**config.mk**
```make
export PLATFORM = sky130hd
export DESIGN_NAME = processor_top_flat
export DESIGN_NICKNAME = d
export VERILOG_FILES = /design/src/rtl/processor_top_pkg.sv /design/src/rtl/processor_top_if.sv /design/src/rtl/processor_top_pwm_channel.sv /design/src/rtl/processor_top.sv /design/src/flat_wrapper.sv
export SDC_FILE = /design/constraint.sdc
export NUM_CORES = 1
export LEC_CHECK = 0
export CAP_MARGIN = 20
export CORE_UTILIZATION = 50
export CTS_CLUSTER_SIZE = 12
export DETAILED_ROUTE_END_ITERATION = 8
export GPL_TIMING_DRIVEN = 0
export HOLD_SLACK_MARGIN = 0.02
export PLACE_DENSITY = 0.75
export SYNTH_ARGS = -nofsm -noshare
export SYNTH_HDL_FRONTEND = slang
export SYNTH_SLANG_ARGS = --single-unit
```
**constraint.sdc**
```tcl
create_clock -name clk -period 10.56 [get_ports clk]
set_clock_uncertainty 0.15 [all_clocks]
set_input_delay 2.112 -clock clk [delete_from_list [all_inputs] [get_ports clk]]
set_output_delay 2.112 -clock clk [all_outputs]
set_load 0.05 [all_outputs]
```
**src/rtl/processor_top_pkg.sv**
```systemverilog
// Shared constants for the RGB sine-fade PWM driver: widths, default phase offsets
// and the quarter-wave sine ROM with its signed-duty helper.
package processor_top_pkg;

    localparam int PWM_WIDTH      = 8;
    localparam int PHASE_WIDTH    = 8;
    localparam int PRESCALE_WIDTH = 20;
    localparam int SINE_ENTRIES   = 65;

    localparam int G_OFFSET_DEFAULT = 85;
    localparam int B_OFFSET_DEFAULT = 171;

    typedef logic [PWM_WIDTH-1:0]   duty_t;
    typedef logic [PHASE_WIDTH-1:0] phase_t;

    // Quarter-wave table: round(127*sin(pi*i/128)) for i = 0..64.
    localparam logic [6:0] SINE_ROM [SINE_ENTRIES] = '{
        7'd0,   7'd3,   7'd6,   7'd9,   7'd12,  7'd16,  7'd19,  7'd22,
        7'd25,  7'd28,  7'd31,  7'd34,  7'd37,  7'd40,  7'd43,  7'd46,
        7'd49,  7'd51,  7'd54,  7'd57,  7'd60,  7'd63,  7'd65,  7'd68,
        7'd71,  7'd73,  7'd76,  7'd78,  7'd81,  7'd83,  7'd85,  7'd88,
        7'd90,  7'd92,  7'd94,  7'd96,  7'd98,  7'd100, 7'd102, 7'd104,
        7'd106, 7'd107, 7'd109, 7'd111, 7'd112, 7'd113, 7'd115, 7'd116,
        7'd117, 7'd118, 7'd120, 7'd121, 7'd122, 7'd122, 7'd123, 7'd124,
        7'd125, 7'd125, 7'd126, 7'd126, 7'd126, 7'd127, 7'd127, 7'd127,
        7'd127
    };

    // The low 7 phase bits fold onto the quarter table; bit 7 selects the negative half.
    function automatic duty_t sine_duty(input phase_t p);
        logic [6:0] idx;
        idx = (p[6:0] > 7'd64) ? 7'd0 - p[6:0] : p[6:0];
        return p[7] ? duty_t'(8'd128 - {1'b0, SINE_ROM[idx]})
                    : duty_t'(8'd128 + {1'b0, SINE_ROM[idx]});
    endfunction

endpackage

```
**src/rtl/processor_top_if.sv**
```systemverilog
// RGB LED drive bundle; the driver owns the master side, the board/bench the slave side.
interface processor_top_if;

    logic RGB_R;
    logic RGB_G;
    logic RGB_B;

    modport master (output RGB_R, output RGB_G, output RGB_B);
    modport slave  (input  RGB_R, input  RGB_G, input  RGB_B);

endinterface

```
**src/rtl/processor_top_pwm_channel.sv**
```systemverilog
// One PWM colour channel: duty latched at the period wrap, registered compare output.
// LED_ACTIVE_LOW_EN selects active-low drive for iCE40 RGB pads.
module pwm_channel
    import processor_top_pkg::*;
(
    input  logic  clk,
    input  logic  reset,
    input  logic  wrap,
    input  duty_t pwm_cnt,
    input  duty_t target,
    output logic  led
);

`ifdef LED_ACTIVE_LOW_EN
    localparam logic LED_ON = 1'b0;
`else
    localparam logic LED_ON = 1'b1;
`endif

    duty_t duty;

    // Duty only changes at the period boundary so a period is never split between two levels.
    always_ff @(posedge clk) begin
        if (reset) begin
            duty <= '0;
            led  <= ~LED_ON;
        end else begin
            if (wrap) begin
                duty <= target;
            end
            led <= (pwm_cnt < duty) ? LED_ON : ~LED_ON;
        end
    end

endmodule

```
**src/rtl/processor_top.sv**
```systemverilog
// RGB sine colour-cycle driver: prescaled phase, sine lookup, three PWM channels.
// Define LED_ACTIVE_LOW_EN for active-low LED outputs.
module processor_top
    import processor_top_pkg::*;
#(
    parameter int PWM_BITS    = PWM_WIDTH,
    parameter int STEP_CYCLES = 46875,
    parameter int G_OFFSET    = G_OFFSET_DEFAULT,
    parameter int B_OFFSET    = B_OFFSET_DEFAULT
) (
    input  logic            clk,
    input  logic            reset,
    processor_top_if.master led
);

    localparam logic [PRESCALE_WIDTH-1:0] PRESCALE_LAST = PRESCALE_WIDTH'(STEP_CYCLES - 1);

    logic [PRESCALE_WIDTH-1:0] prescaler;
    logic [PWM_BITS-1:0]       pwm_cnt;
    phase_t                    phase;
    logic                      tick;
    logic                      wrap;
    duty_t                     target_r;
    duty_t                     target_g;
    duty_t                     target_b;

    assign tick = (prescaler == PRESCALE_LAST);
    assign wrap = (pwm_cnt == '1);

    always_ff @(posedge clk) begin
        if (reset) begin
            prescaler <= '0;
            phase     <= '0;
            pwm_cnt   <= '0;
        end else begin
            prescaler <= tick ? '0 : prescaler + 1'b1;
            if (tick) begin
                phase <= phase + 1'b1;
            end
            pwm_cnt <= pwm_cnt + 1'b1;
        end
    end

    // A phase step landing on the wrap edge is seen by the channels one period later.
    assign target_r = sine_duty(phase);
    assign target_g = sine_duty(phase + phase_t'(G_OFFSET));
    assign target_b = sine_duty(phase + phase_t'(B_OFFSET));

    pwm_channel u_red (
        .clk     (clk),
        .reset   (reset),
        .wrap    (wrap),
        .pwm_cnt (pwm_cnt),
        .target  (target_r),
        .led     (led.RGB_R)
    );

    pwm_channel u_green (
        .clk     (clk),
        .reset   (reset),
        .wrap    (wrap),
        .pwm_cnt (pwm_cnt),
        .target  (target_g),
        .led     (led.RGB_G)
    );

    pwm_channel u_blue (
        .clk     (clk),
        .reset   (reset),
        .wrap    (wrap),
        .pwm_cnt (pwm_cnt),
        .target  (target_b),
        .led     (led.RGB_B)
    );

endmodule

```
**src/flat_wrapper.sv**
```systemverilog
// flat-port wrapper written by rule: the top's interface ports become plain ports
module processor_top_flat import processor_top_pkg::*;
#(
    parameter int PWM_BITS    = PWM_WIDTH,
    parameter int STEP_CYCLES = 46875,
    parameter int G_OFFSET    = G_OFFSET_DEFAULT,
    parameter int B_OFFSET    = B_OFFSET_DEFAULT
)
  (clk, reset, led_RGB_R, led_RGB_G, led_RGB_B);
  processor_top_if led_i ();
  input  logic clk;
  input  logic reset;
  output wire logic [$bits(led_i.RGB_R)-1:0] led_RGB_R;
  output wire logic [$bits(led_i.RGB_G)-1:0] led_RGB_G;
  output wire logic [$bits(led_i.RGB_B)-1:0] led_RGB_B;
  assign led_RGB_R = led_i.RGB_R;
  assign led_RGB_G = led_i.RGB_G;
  assign led_RGB_B = led_i.RGB_B;
  processor_top #(.PWM_BITS(PWM_BITS), .STEP_CYCLES(STEP_CYCLES), .G_OFFSET(G_OFFSET), .B_OFFSET(B_OFFSET)) u_core (.clk(clk), .reset(reset), .led(led_i));
endmodule
```
* Word-level counts from Yosys, hierarchy flattened
Memories as Yosys holds them, arrays and structs flattened.
Index checks and enable logic that the tools add are counted.
** Cells by class
- Add/sub/neg operators :: 14
- Multiply operators :: 0
- Divide/modulo/power cells :: 0
- Magnitude comparators :: 9
- Equality and inequality tests :: 2
- Shifts and indexed selects :: 0
- Muxes and demuxes :: 15
- Bitwise logic cells :: 3
- Reduce and logical (&&, ||, !) cells :: 1
** Operators with widths (count)
- 7-bit 2-to-1 mux :: 9
- 8-bit by 7-bit adder with 8-bit output (first input constant) :: 3
- 8-bit >= comparator (second input constant) :: 3
- 8-bit < comparator :: 3
- 8-bit 2-to-1 mux :: 3
- 7-bit inverter with 8-bit output :: 3
- 8-bit by 7-bit subtractor with 8-bit output (first input constant) :: 3
- 7-bit greater-than comparator (second input constant) :: 3
- 1-bit by 7-bit subtractor with 7-bit output (first input constant) :: 3
- 20-bit by 1-bit adder with 20-bit output (second input constant) :: 1
- 20-bit by 16-bit equality test with 1-bit output (second input constant) :: 1
- 8-bit by 1-bit adder with 8-bit output (second input constant) :: 2
- 8-bit by 7-bit adder with 8-bit output (second input constant) :: 1
- 8-bit adder (second input constant) :: 1
- 8-bit equality test (second input constant) :: 1
- 1-bit 2-to-1 mux :: 3
- 2-bit OR reduction :: 1
** Storage, ports and cells
- Bits in registers :: 63
- Latch bits :: 0
- Bits in writable memories :: 0
- ROM bits :: 2688
- Bits of input ports :: 2
- Output and inout bits :: 3
- Word-level logic and storage cells :: 56
- Memories :: 3
** Memory list
- (name not given) :: words 128, bits a word 7, read ports 1, clocked after Yosys merged registers in 0, write ports 0, line processor_top_pkg.sv:33 : return p[7] ? duty_t'(8'd128 - {1'b0, SINE_ROM[idx]})
- (name not given) :: words 128, bits a word 7, read ports 1, clocked after Yosys merged registers in 0, write ports 0, line processor_top_pkg.sv:33
- (name not given) :: words 128, bits a word 7, read ports 1, clocked after Yosys merged registers in 0, write ports 0, line processor_top_pkg.sv:33

* Longest topological paths before layout
- Word-level depth :: 9
- Gate-level depth with buffers :: 25

* By module
Synthesis repeated with hierarchy kept, for this count alone.
** Second synthesis, totals
- Cells, all modules :: 950
- Area, all modules :: 6996.7 µm²
** Modules (own cells, without submodules)
- processor_top :: instances 1, cells an instance 794, area each 5555.3 µm², sequential area each 720.7 µm²
- pwm_channel :: instances 3, cells an instance 52, area each 480.5 µm², sequential area each 180.2 µm²

* Worst setup path after synthesis
No wires, ideal clock.
- Path kind :: register to register
- Start :: reg u_core.phase[0]
- End :: reg u_core.u_blue.duty[4]
- Setup time :: 95 ps
- Data arrival time :: 4667 ps
- Data required time :: 10315 ps
- Path slack :: 5648 ps
- Cell stages (with the launch flop) :: 23
- Buffers on the path :: 5
- Period minus slack after synthesis :: 4912 ps
- Path through :: dfxtp_1 -> buf_6 -> buf_2 -> clkinv_1 -> ha_1 -> buf_2 -> nand3b_1 -> o31ai_2 -> and4_1 -> buf_2 -> o31ai_1 -> and2_1 -> buf_2 -> ha_1 -> a21oi_1 -> a2111oi_0 -> a311oi_1 -> o21ai_0 -> o41ai_2 -> ha_1 -> and3_1 -> or4_1 -> o311ai_1
** Between the ends
- Cells in the longest elaborated chain, start to end :: 9
- Elaborated cells on any way between the ends :: 11
** RTL lines
- start: declaration :: line processor_top.sv:20 : phase_t phase;
- start signal: assignment :: line processor_top.sv:38 : phase <= phase + 1'b1;
- 8-bit adder * :: line processor_top.sv:47 : assign target_b = sine_duty(phase + phase_t'(B_OFFSET));
- 1-bit by 7-bit subtractor with 7-bit output or 7-bit greater-than comparator (tied branches) :: line processor_top_pkg.sv:32 : idx = (p[6:0] > 7'd64) ? 7'd0 - p[6:0] : p[6:0];
- 7-bit 2-to-1 mux :: line processor_top_pkg.sv:32
- 7-bit inverter with 8-bit output (implied by the code) :: line processor_top_pkg.sv:33, processor_top_pkg.sv:34
- memory read 128 x 7 bit
- 7-bit 2-to-1 mux (implied by the code) (2 in series) :: line processor_top_pkg.sv:33
- 8-bit by 7-bit adder with 8-bit output or 8-bit by 7-bit subtractor with 8-bit output (tied branches) :: line processor_top_pkg.sv:34, processor_top_pkg.sv:33
- 8-bit 2-to-1 mux * :: line processor_top_pkg.sv:33
- end signal: assignment :: line processor_top_pwm_channel.sv:29 : duty <= target;
- end: declaration :: line processor_top_pwm_channel.sv:20 : duty_t duty;
Every way passes the cells marked *; elsewhere a longest branch is shown, timed or not. The select of a mux whose other input is x is not followed.
A chain may end at the register's enable or synchronous reset.

* Final worst setup path
Same ends and word-level chain as after synthesis.

==> impl_metrics.json <==
{
  "routabilityCongestion": 0.978,
  "multi_input_area_mm2": 0.00508,
  "rsz0062_at_grt": "no",
  "synth_top_area_share_pct": 18.5,
  "wire_per_inst_um": 17.9,
  "clk_pin_slew_worst_paths_ps": 60,
  "cp.arrival_ps": 6180,
  "hpwl_um": 14800,
  "synth_common_cells": "nor2_1, nand2_1, a21oi_1, dfxtp_1, o21ai_0",
  "num_vias": 7301,
  "crit_type": "flop to flop",
  "critical_path.max_fanout": 10,
  "worstSetupStartpoint": "u_core.phase[0]",
  "synth_flop_cell": "dfxtp_1",
  "r2r-end": "u_core.u_blue.duty[4]",
  "dr.first_iter.drc_count": 842,
  "cp_slowest_cell": "o31ai_2",
  "maxSlewViolCount": 0,
  "setup_viol": 0,
  "synth_enable_flop_cells": 0,
  "placement.cell_area_mm2": 0.00708,
  "required_ps": 10650,
  "hold_class": "flop to flop",
  "critPathBufInv": 6,
  "start_util_pct": 51.4,
  "yosys.cell_count.top_type": "nor2_1",
  "cp-endpoint": "u_core.u_blue.duty[4]",
  "dr.pass1.iters": 7,
  "die_x_um": 119,
  "ir_worst_vdd_mv": 0.0749,
  "die_area_mm2": 0.0141,
  "worstMarginPinSlew_ps": 945,
  "grt_usage_pct": 29.0,
  "grt_antenna_before_repair": 0,
  "yosysUniqueCellTypes": 94,
  "grt_pass1_vias": 6650,
  "stdcell_area_mm2": 0.00735,
  "rrSetupSlack_ps": 4470,
  "netlist_instances": 928,
  "hold_viol": 0,
  "grt-ovfl-total": 0,
  "drcViolationCount": 0,
  "r2r_start": "u_core.phase[0]",
  "htree_num_levels": 3,
  "synth_nets": 968,
  "nets": 983,
  "via_per_inst": 6.50,
  "reg2regPathDepth": 22,
  "postCtsSetupBuffers": 0,
  "cts_inserted_buffers": 9,
  "synthToLayoutAreaGrowth_pct": 7.95,
  "p_total_uw": 544,
  "maxSlewHeadroom_pct": 36.5,
  "diodes": 0,
  "max_stage_delay_ps": 550,
  "synthTopCellsByArea": "dfxtp_1, ha_1, nor2_1",
  "cp-end-kind": "flop",
  "yosys_warnings": 0,
  "port-buffer-count": 4,
  "ff_latch_area_mm2": 0.00126,
  "finalCritPeriodShare_pct": 57.7,
  "ys_seq_area_share_pct": 18.5,
  "tns_ps": 0,
  "status": "complete, no violations",
  "rows": 42,
  "clk_latency_ps": 330,
  "drive_gt1_share_pct": 7.70,
  "cts-root-buf": "clkbuf_16",
  "grt_max_degree": 13,
  "n_fill_cell": 1322,
  "clock_sinks": 63,
  "fp.coreArea_mm2": 0.0132,
  "cts_resized": 0,
  "powerDensity_mw_per_mm2": 74.0,
  "grt_pass1_wl_um": 33500,
  "post_synth.cell_area_avg_um2": 7.34,
  "yosys.area.top_type": "dfxtp_1",
  "die_h_um": 119,
  "yosys_register_bits": 63,
  "ios": 5,
  "critPathLaunchType": "flop",
  "path_cells": "buf_6 > buf_2 > clkinv_1 > ha_1 > buf_2 > nand3b_1 > o31ai_2 > and4_1 > buf_2 > o31ai_1 > and2_1 > buf_2 > ha_1 > a21oi_1 > a2111oi_0 > a311oi_1 > o21ai_0 > o41ai_2 > ha_1 > and3_1 > or4_1 > o311ai_1",
  "cp_top_family": "compound AO/OA/AOI/OAI gates",
  "ant_nets": 0,
  "cts_tree": "built",
  "fin_crit_ps": 6090,
  "critical-path-top-cell-by-count": "buf_2",
  "syn-cell-area_mm2": 0.00681,
  "fmax_ghz": 0.164,
  "hold_buffers": 0,
  "worst-path-stages": 22,
  "finalWirelength_um": 20100,
  "cap_violations": 0,
  "p_leak_uw": 0.00257,
  "cts_buffer_depth": 2,
  "postSynth.asyncResetShare_pct": 0
}
## kinds of logic (layout without fill, tap and decap cells)
family	after synthesis	in the layout	share of synthesized area (%)
XOR/XNOR	67	67	9.04
flip-flops	63	63	18.5
buffers and inverters	110	130	6.98
multiplexers	11	11	1.63
AND/OR/NAND/NOR	345	345	25.9
AO/OA/AOI/OAI	294	294	30.9
adder cells (fa/ha/maj)	38	38	6.98
## worst reg2reg max path, stage by stage (launching register included)
cell and delay, ps:
dfxtp_1 450, buf_6 170, buf_2 230, clkinv_1 400
ha_1 350, buf_2 190, nand3b_1 190, o31ai_2 550
and4_1 290, buf_2 210, o31ai_1 150, and2_1 170
buf_2 160, ha_1 300, a21oi_1 40, a2111oi_0 410
a311oi_1 110, o21ai_0 300, o41ai_2 180, ha_1 230
and3_1 180, or4_1 510, o311ai_1 80
## per-layer routing
layer / vias up / GRT usage, % / routed length [um] / share of wire, %
met5: - / 0 / 0 / 0
met4: 0 / 11.4 / 710 / 3.5
met3: 71 / 5.41 / 1520 / 7.5
met2: 352 / 45.0 / 8750 / 43
met1: 3399 / 39.5 / 9140 / 45
li1: 3479 / - / - / -
## through the flow
stage          hold slack (ps)  util (%)  setup WS, ps  std cells
2_1_floorplan              275         -          5650        928
3_3_place_gp               293      53.4          4610       1108
3_5_place_dp               294      53.4          4610       1108
4_1_cts                    301      55.5          4560       1124
5_1_grt                    315      55.5          4080       1124
6_report                   299      55.5          4470       1124
## worst min path at each step
| stage | startpoint | to | slack, ps | depth (start not counted) |
|---|---|---|---|---|
| after floorplan | u_core.u_blue.duty[3] | u_core.u_blue.duty[3] | 280 | 2 |
| after global placement | u_core.u_blue.duty[2] | u_core.u_blue.duty[2] | 290 | 2 |
| after detailed placement | u_core.u_red.duty[3] | u_core.u_red.duty[3] | 290 | 2 |
| after CTS | u_core.u_red.duty[3] | u_core.u_red.duty[3] | 300 | 2 |
| after global routing | u_core.u_red.duty[3] | u_core.u_red.duty[3] | 320 | 2 |
| final | u_core.u_red.duty[3] | u_core.u_red.duty[3] | 300 | 2 |
## registers in the layout, indices dropped and copies added (netlist names)
name and flops:
u_core.prescaler 20, u_core.u_blue.led 1, u_core.u_green.led 1, u_core.u_green.duty 8, u_core.u_blue.duty 8, u_core.u_red.led 1
u_core.phase 8, u_core.u_red.duty 8, u_core.pwm_cnt 8
## layout make-up
type	instances	area share, %
timing repair buffer	4	0.544
buffer	65	4.17
clock inverter	7	0.681
sequential	63	17.2
clock buffer	9	3.06
multi-input combinational	755	69.1
tap	176	2.99
inverter	45	2.30
## cell usage in the layout, fill, tap and decap left out, drive strengths merged, types with 20 or more instances in the layout
cell type / Yosys / final
nor3: 30 / 30
dfxtp: 63 / 63
nor2: 100 / 100
inv: 43 / 43
nand2: 71 / 71
ha: 38 / 38
o21ai: 56 / 56
clkbuf: 38 / 47
xor2: 26 / 26
a31oi: 20 / 20
nand3: 35 / 35
xnor2: 40 / 40
o211ai: 23 / 23
buf: 27 / 27
a21oi: 64 / 64
## where the power goes
| group | leakage, uW | switching [uW] | internal (uW) |
|---|---|---|---|
| clock network | 0.000127 | 114 | 158 |
| logic | 0.00193 | 16.5 | 10.6 |
| registers | 0.000509 | 3.85 | 241 |
Note: power is estimated with default switching activity, not from simulation.
